## config.mk

```make
export PLATFORM = sky130hd
export DESIGN_NAME = fifo_param
export DESIGN_NICKNAME = d
export VERILOG_FILES = /design/src/rtl/fifo_pkg.sv /design/src/rtl/fifo_param_cal.sv /design/src/rtl/fifo_param.sv
export SDC_FILE = /design/constraint.sdc
export NUM_CORES = 1
export LEC_CHECK = 0
export CORE_ASPECT_RATIO = 0.5
export CORE_MARGIN = 1.5
export CORE_UTILIZATION = 25
export CTS_BUF_LIST = sky130_fd_sc_hd__clkbuf_4
export CTS_CLUSTER_DIAMETER = 200
export DETAILED_ROUTE_END_ITERATION = 8
export GPL_TIMING_DRIVEN = 0
export PLACE_DENSITY_LB_ADDON = 0.25
export SYNTH_ARGS = -nofsm -noshare
export SYNTH_HDL_FRONTEND = slang
export SYNTH_SLANG_ARGS = --single-unit
```

## constraint.sdc

```tcl
create_clock -name clk -period 5.7 [get_ports clk]
set_clock_uncertainty 0.2 [all_clocks]
set_input_delay 1.425 -clock clk [delete_from_list [all_inputs] [get_ports clk]]
set_output_delay 1.425 -clock clk [all_outputs]
set_load 0.005 [all_outputs]
```

## src/rtl/fifo_pkg.sv

```systemverilog
// Shared definitions for the parametrised synchronous FIFO.
package fifo_pkg;

    // Registered status state; the encoding is visible on the debug port.
    typedef enum logic [2:0] {
        INIT     = 3'b000,
        NO_OP    = 3'b001,
        WRITE    = 3'b010,
        WR_ERROR = 3'b011,
        READ     = 3'b100,
        RD_ERROR = 3'b101,
        RD_WR    = 3'b110
    } fifo_state_t;

endpackage

```

## src/rtl/fifo_param_cal.sv

```systemverilog
// Combinational next-state / pointer / count calculation for fifo_param.
// Handshake: a request (wr_en or rd_en) is taken when sampled high at a
// rising edge; whether it was accepted is reported by the registered
// ack/err outputs during the following cycle. There is no back-pressure
// other than the err indication.
module fifo_param_cal
    import fifo_pkg::*;
#(
    parameter int ADDR_WIDTH = 3
) (
    input  logic                  i_wr_en,
    input  logic                  i_rd_en,
    input  logic [ADDR_WIDTH-1:0] i_head,
    input  logic [ADDR_WIDTH-1:0] i_tail,
    input  logic [ADDR_WIDTH:0]   i_count,
    output fifo_state_t           o_state,
    output logic [ADDR_WIDTH-1:0] o_head,
    output logic [ADDR_WIDTH-1:0] o_tail,
    output logic [ADDR_WIDTH:0]   o_count,
    output logic                  o_we,
    output logic                  o_re,
    output logic                  o_rd_err
);

    localparam logic [ADDR_WIDTH:0]   C_DEPTH   = {1'b1, {ADDR_WIDTH{1'b0}}};
    localparam logic [ADDR_WIDTH:0]   C_CNT_ONE = {{ADDR_WIDTH{1'b0}}, 1'b1};
    localparam logic [ADDR_WIDTH-1:0] C_PTR_ONE = {{(ADDR_WIDTH-1){1'b0}}, 1'b1};

    logic w_full;
    logic w_empty;

    // Decide which requests are accepted and the resulting state, pointers and count.
    always_comb begin
        w_full   = (i_count == C_DEPTH);
        w_empty  = (i_count == '0);
        o_state  = NO_OP;
        o_we     = 1'b0;
        o_re     = 1'b0;
        case ({i_wr_en, i_rd_en})
            2'b10: begin
                if (w_full) begin
                    o_state = WR_ERROR;
                end else begin
                    o_state = WRITE;
                    o_we    = 1'b1;
                end
            end
            2'b01: begin
                if (w_empty) begin
                    o_state = RD_ERROR;
                end else begin
                    o_state = READ;
                    o_re    = 1'b1;
                end
            end
            2'b11: begin
                // Read while empty is rejected (no fall-through); when full the
                // read frees the slot the write fills, so both are accepted.
                o_we = 1'b1;
                if (w_empty) begin
                    o_state = WRITE;
                end else begin
                    o_state = RD_WR;
                    o_re    = 1'b1;
                end
            end
            default: o_state = NO_OP;
        endcase

        // Any read request against an empty FIFO is an error, alone or paired.
        o_rd_err = i_rd_en && w_empty;

        o_head = o_re ? (i_head + C_PTR_ONE) : i_head;
        o_tail = o_we ? (i_tail + C_PTR_ONE) : i_tail;

        case ({o_we, o_re})
            2'b10:   o_count = i_count + C_CNT_ONE;
            2'b01:   o_count = i_count - C_CNT_ONE;
            default: o_count = i_count;
        endcase
    end

endmodule

```

## src/rtl/fifo_param.sv

```systemverilog
// Parametrised single-clock FIFO with simultaneous read/write, registered
// status state and almost-full / almost-empty flags.
module fifo_param
    import fifo_pkg::*;
#(
    parameter int DATA_WIDTH = 32,
    parameter int ADDR_WIDTH = 3,
    parameter int AF_LEVEL   = (2 ** ADDR_WIDTH) - 1,
    parameter int AE_LEVEL   = 1
) (
    input  logic                  clk,
    input  logic                  reset_n,
    input  logic                  wr_en,
    input  logic [DATA_WIDTH-1:0] din,
    input  logic                  rd_en,
    output logic [DATA_WIDTH-1:0] dout,
    output logic [ADDR_WIDTH:0]   data_count,
    output logic                  full,
    output logic                  empty,
    output logic                  almost_full,
    output logic                  almost_empty,
    output logic                  wr_ack,
    output logic                  wr_err,
    output logic                  rd_ack,
    output logic                  rd_err,
    output fifo_state_t           dbg_state,
    output logic [ADDR_WIDTH-1:0] dbg_head,
    output logic [ADDR_WIDTH-1:0] dbg_tail
);

    localparam int DEPTH = 2 ** ADDR_WIDTH;
    localparam logic [ADDR_WIDTH:0] C_DEPTH = {1'b1, {ADDR_WIDTH{1'b0}}};
    localparam logic [ADDR_WIDTH:0] C_AF    = AF_LEVEL[ADDR_WIDTH:0];
    localparam logic [ADDR_WIDTH:0] C_AE    = AE_LEVEL[ADDR_WIDTH:0];

    fifo_state_t           r_state;
    logic [ADDR_WIDTH-1:0] r_head;
    logic [ADDR_WIDTH-1:0] r_tail;
    logic [ADDR_WIDTH:0]   r_count;
    logic [DATA_WIDTH-1:0] r_dout;
    logic                  r_rd_err;
    logic [DATA_WIDTH-1:0] r_mem [DEPTH];

    fifo_state_t           w_state;
    logic [ADDR_WIDTH-1:0] w_head;
    logic [ADDR_WIDTH-1:0] w_tail;
    logic [ADDR_WIDTH:0]   w_count;
    logic                  w_we;
    logic                  w_re;
    logic                  w_rd_err;

    fifo_param_cal #(
        .ADDR_WIDTH (ADDR_WIDTH)
    ) u_cal (
        .i_wr_en  (wr_en),
        .i_rd_en  (rd_en),
        .i_head   (r_head),
        .i_tail   (r_tail),
        .i_count  (r_count),
        .o_state  (w_state),
        .o_head   (w_head),
        .o_tail   (w_tail),
        .o_count  (w_count),
        .o_we     (w_we),
        .o_re     (w_re),
        .o_rd_err (w_rd_err)
    );

    // State, pointers, count, read data and rd_err; cleared asynchronously.
    always_ff @(posedge clk or negedge reset_n) begin
        if (!reset_n) begin
            r_state  <= INIT;
            r_head   <= '0;
            r_tail   <= '0;
            r_count  <= '0;
            r_dout   <= '0;
            r_rd_err <= 1'b0;
        end else begin
            r_state  <= w_state;
            r_head   <= w_head;
            r_tail   <= w_tail;
            r_count  <= w_count;
            r_rd_err <= w_rd_err;
            // Non-blocking read sees the pre-edge word even when the same
            // slot is overwritten in this edge (simultaneous op while full).
            if (w_re) begin
                r_dout <= r_mem[r_head];
            end
        end
    end

    // Storage array; contents deliberately survive reset.
    always_ff @(posedge clk) begin
        if (w_we) begin
            r_mem[r_tail] <= din;
        end
    end

    assign dout         = r_dout;
    assign data_count   = r_count;
    assign full         = (r_count == C_DEPTH);
    assign empty        = (r_count == '0);
    assign almost_full  = (r_count >= C_AF);
    assign almost_empty = (r_count <= C_AE);
    assign wr_ack       = (r_state == WRITE) || (r_state == RD_WR);
    assign wr_err       = (r_state == WR_ERROR);
    assign rd_ack       = (r_state == READ) || (r_state == RD_WR);
    assign rd_err       = r_rd_err;
    assign dbg_state    = r_state;
    assign dbg_head     = r_head;
    assign dbg_tail     = r_tail;

endmodule

```

==> run_results.csv <==
group,metric,value,unit
critical_path,worstPathMaxFanout,10,
placement,dp_hpwl,19.5,mm
detailed_routing,route.vias.total,6765,
placement,dp.cells,1399,
power_and_ir_drop,ir_drop,0.194,mV
clock_tree,cts.repair.resized,0,
synthesis,ys_ff_latch,302,
timing,clock.fmax,209,MHz
synthesis,syn_nets,700,
synthesis,ys.warnings.count,0,
detailed_routing,firstDrtPassIters,5,
floorplanning,die_x,309,µm
timing,period_share,84.1,%
timing,min_period,4.79,ns
global_routing,grt_use_met2,21.9,%
global_routing,grt_pass1_wl,45.6,mm
placement,place_ws,1.30,ns
timing,tightest_slew,0.899,ns
global_routing,grt_pass1_vias,7155,
detailed_routing,post-route-drc-count,0,
power_and_ir_drop,p_leak,5.19,nW
critical_path,reg2reg_depth,11,
final_layout,syn2layout_area_growth,25.8,%
global_routing,gr-usage-met3,2.80,%
timing,finalMaxSlewViolations,0,
synthesis,synth_edf_count,256,
clock_tree,cts_root_buf,"clkbuf_4",
clock_tree,clkSinkCount,302,
detailed_routing,viasPerCell,4.39,
global_routing,grt_max_degree,33,
clock_tree,clk_transition_reported_paths,0.06,ns
clock_tree,post_cts_buffers,0,
clock_tree,cts_hold_buffers,0,
critical_path,critPathCaptureType,"output port",
detailed_routing,ant_nets,0,
detailed_routing,wl_per_cell,19.9,µm
timing,fin_ws,0.908,ns
final_layout,fin_nets,894,
flow_run,cap_violations,0,
clock_tree,htree_levels,3,
critical_path,cp-start-kind,"flip-flop",
global_routing,antenna_found_initial,2,
timing,slew_headroom,39.9,%
placement,io_buffers,88,
synthesis,synth.distinct_cells,34,
synthesis,ys.flop_type,"edfxtp_1",
critical_path,critical_path_required,4.07,ns
floorplanning,die_y,156,µm
worst_hold_path,min_path_type,"reg -> reg",
power_and_ir_drop,power_density,497,nW/µm²
final_layout,layout-drive-gt1-share,27.0,%
global_routing,grt_usage,13.0,%
timing,setup_violations,0,
clock_tree,insertion_delay,0.69,ns
clock_tree,clockBufferDepth,3,
final_layout,final_area,14800,µm²
final_layout,layout.cells.non_filler,1540,
critical_path,r2r_start,"data_count[0]",
floorplanning,io_pins,89,
placement,placed_area,13800,µm²
status,status,"finished clean",
global_routing,busiest_layer,"met2",
global_routing,grt_overflow_total,0,
global_routing,use_met1,16.4,%
worst_hold_path,hp-start,"dout[5]",
worst_hold_path,hold_end,"dout[5]",
timing,rsz0062_at_grt,"false",
synthesis,synth-seq-area-share,75.3,%
synthesis,syn_area_per_cell,17.8,µm²
critical_path,r2r_end,"data_count[3]",
final_layout,most-common-layout-cells,"edfxtp_1, clkbuf_4, clkdlybuf4s50_1",
floorplanning,rows,55,
timing,finalHoldViolations,0,
floorplanning,core_area,45800,µm²
critical_path,cp.arrival,3.17,ns
worst_hold_path,min_path_cells,2,
synthesis,async_flop_share,15.2,%
floorplanning,start_util,25.6,%
synthesis,syn_inst,658,
critical_path,r2r_setup_slack,2.70,ns
critical_path,crit_type,"reg -> out",
floorplanning,die-area,48300,µm²
detailed_routing,wirelength,30.7,mm
synthesis,syn_area,11700,µm²
final_layout,final_common_cell,"edfxtp_1",
clock_tree,cts_tree,"yes",
clock_tree,cts_inserted_buffers,78,
placement,gp_congestion,0.748,
detailed_routing,drtIter0Drc,452,
-- where the power goes --
part,internal (mW),switching [mW]
clock,0.996,0.859
sequential,2.84,0.202
combinational,1.13,1.31
-- stage by stage --
stage / hold WS [ns] / util [%] / setup TNS (ns) / power (mW)
after floorplan: 0.302 / - / 0 / 4.40
after global placement: 0.306 / 29.3 / -542.17 / 5.47
after detailed placement: 0.303 / 30.1 / 0 / 5.57
after CTS: 0.321 / 32.3 / 0 / 7.45
after global routing: 0.353 / 32.3 / 0 / 7.76
final: 0.323 / 32.3 / 0 / 7.34
-- flip-flops by register name (all words and copies together), names as in the netlist --
| name | flops |
|---|---|
| r_mem | 256 |
| dout | 32 |
| data_count | 4 |
| dbg_head | 3 |
| dbg_state | 3 |
| dbg_tail | 3 |
| rd_err | 1 |
-- kinds of logic (layout without fill, tap and decap cells) --
family	after synthesis	count (layout)	synth area share (%)
adder cells (fa/ha/maj)	6	6	0.640
flip-flops	302	302	75.3
AND/OR/NAND/NOR	35	35	1.76
AO/OA/AOI/OAI	132	132	7.70
buffers and inverters	44	297	2.13
multiplexers	131	131	11.9
XOR/XNOR	8	8	0.597
other	0	2	0
-- cell type report --
class	instances	area, µm²
sequential	302	8840
clock inverter	20	105
multi-input combinational	312	2700
tap	627	785
inverter	5	18.8
antenna	2	5.00
fill	4482	31000
clock buffer	119	893
timing repair buffer	114	1200
buffer	39	231
-- metal layers --
metal,vias to the layer above,part of all wire (%)
li1,3071,-
met1,3492,44
met2,152,49
met3,50,4.6
met4,0,1.7
met5,-,0
-- worst max path at each step --
stage,startpoint,endpoint,slack (ns),depth (start not counted)
after floorplan,rd_en,r_mem[0][0],0.16,3
after global placement,rd_en,r_mem[0][14],-4.57,4
after detailed placement,rd_en,r_mem[4][14],1.30,6
after CTS,data_count[0],empty,0.81,5
after global routing,data_count[1],empty,0.70,5
final,data_count[0],empty,0.91,5
-- cells in the mapped netlist (all sizes together), types with 2 or more instances --
library cell    n  area [µm²]
edfxtp        256        7690
mux2           66         743
mux2i          65         651
dfrtp          46        1150
o21ai          33         165
a22o           32         280
o22ai          32         200
o31ai          32         240
clkbuf         20        75.1
buf            19         156
nor2            7        26.3
ha              6        75.1
xnor2           6        52.6
inv             5        18.8
nand2           5        18.8
nor3            5        25.0
nand2b          4        25.0
nor2b           3        18.8
a21oi           2        10.0
and2            2        12.5
nand3           2        10.0
nand3b          2        15.0
xor2            2        17.5
-- worst max-delay path, cell delays in order, from the launching register on --
cell and delay, ns:
dfrtp_1 0.46, inv_1 0.09, ha_1 0.26, nor3b_4 0.54
clkbuf_1 0.51, clkdlybuf4s50_1 0.62
No activity file was read; power rests on OpenSTA's default activity.
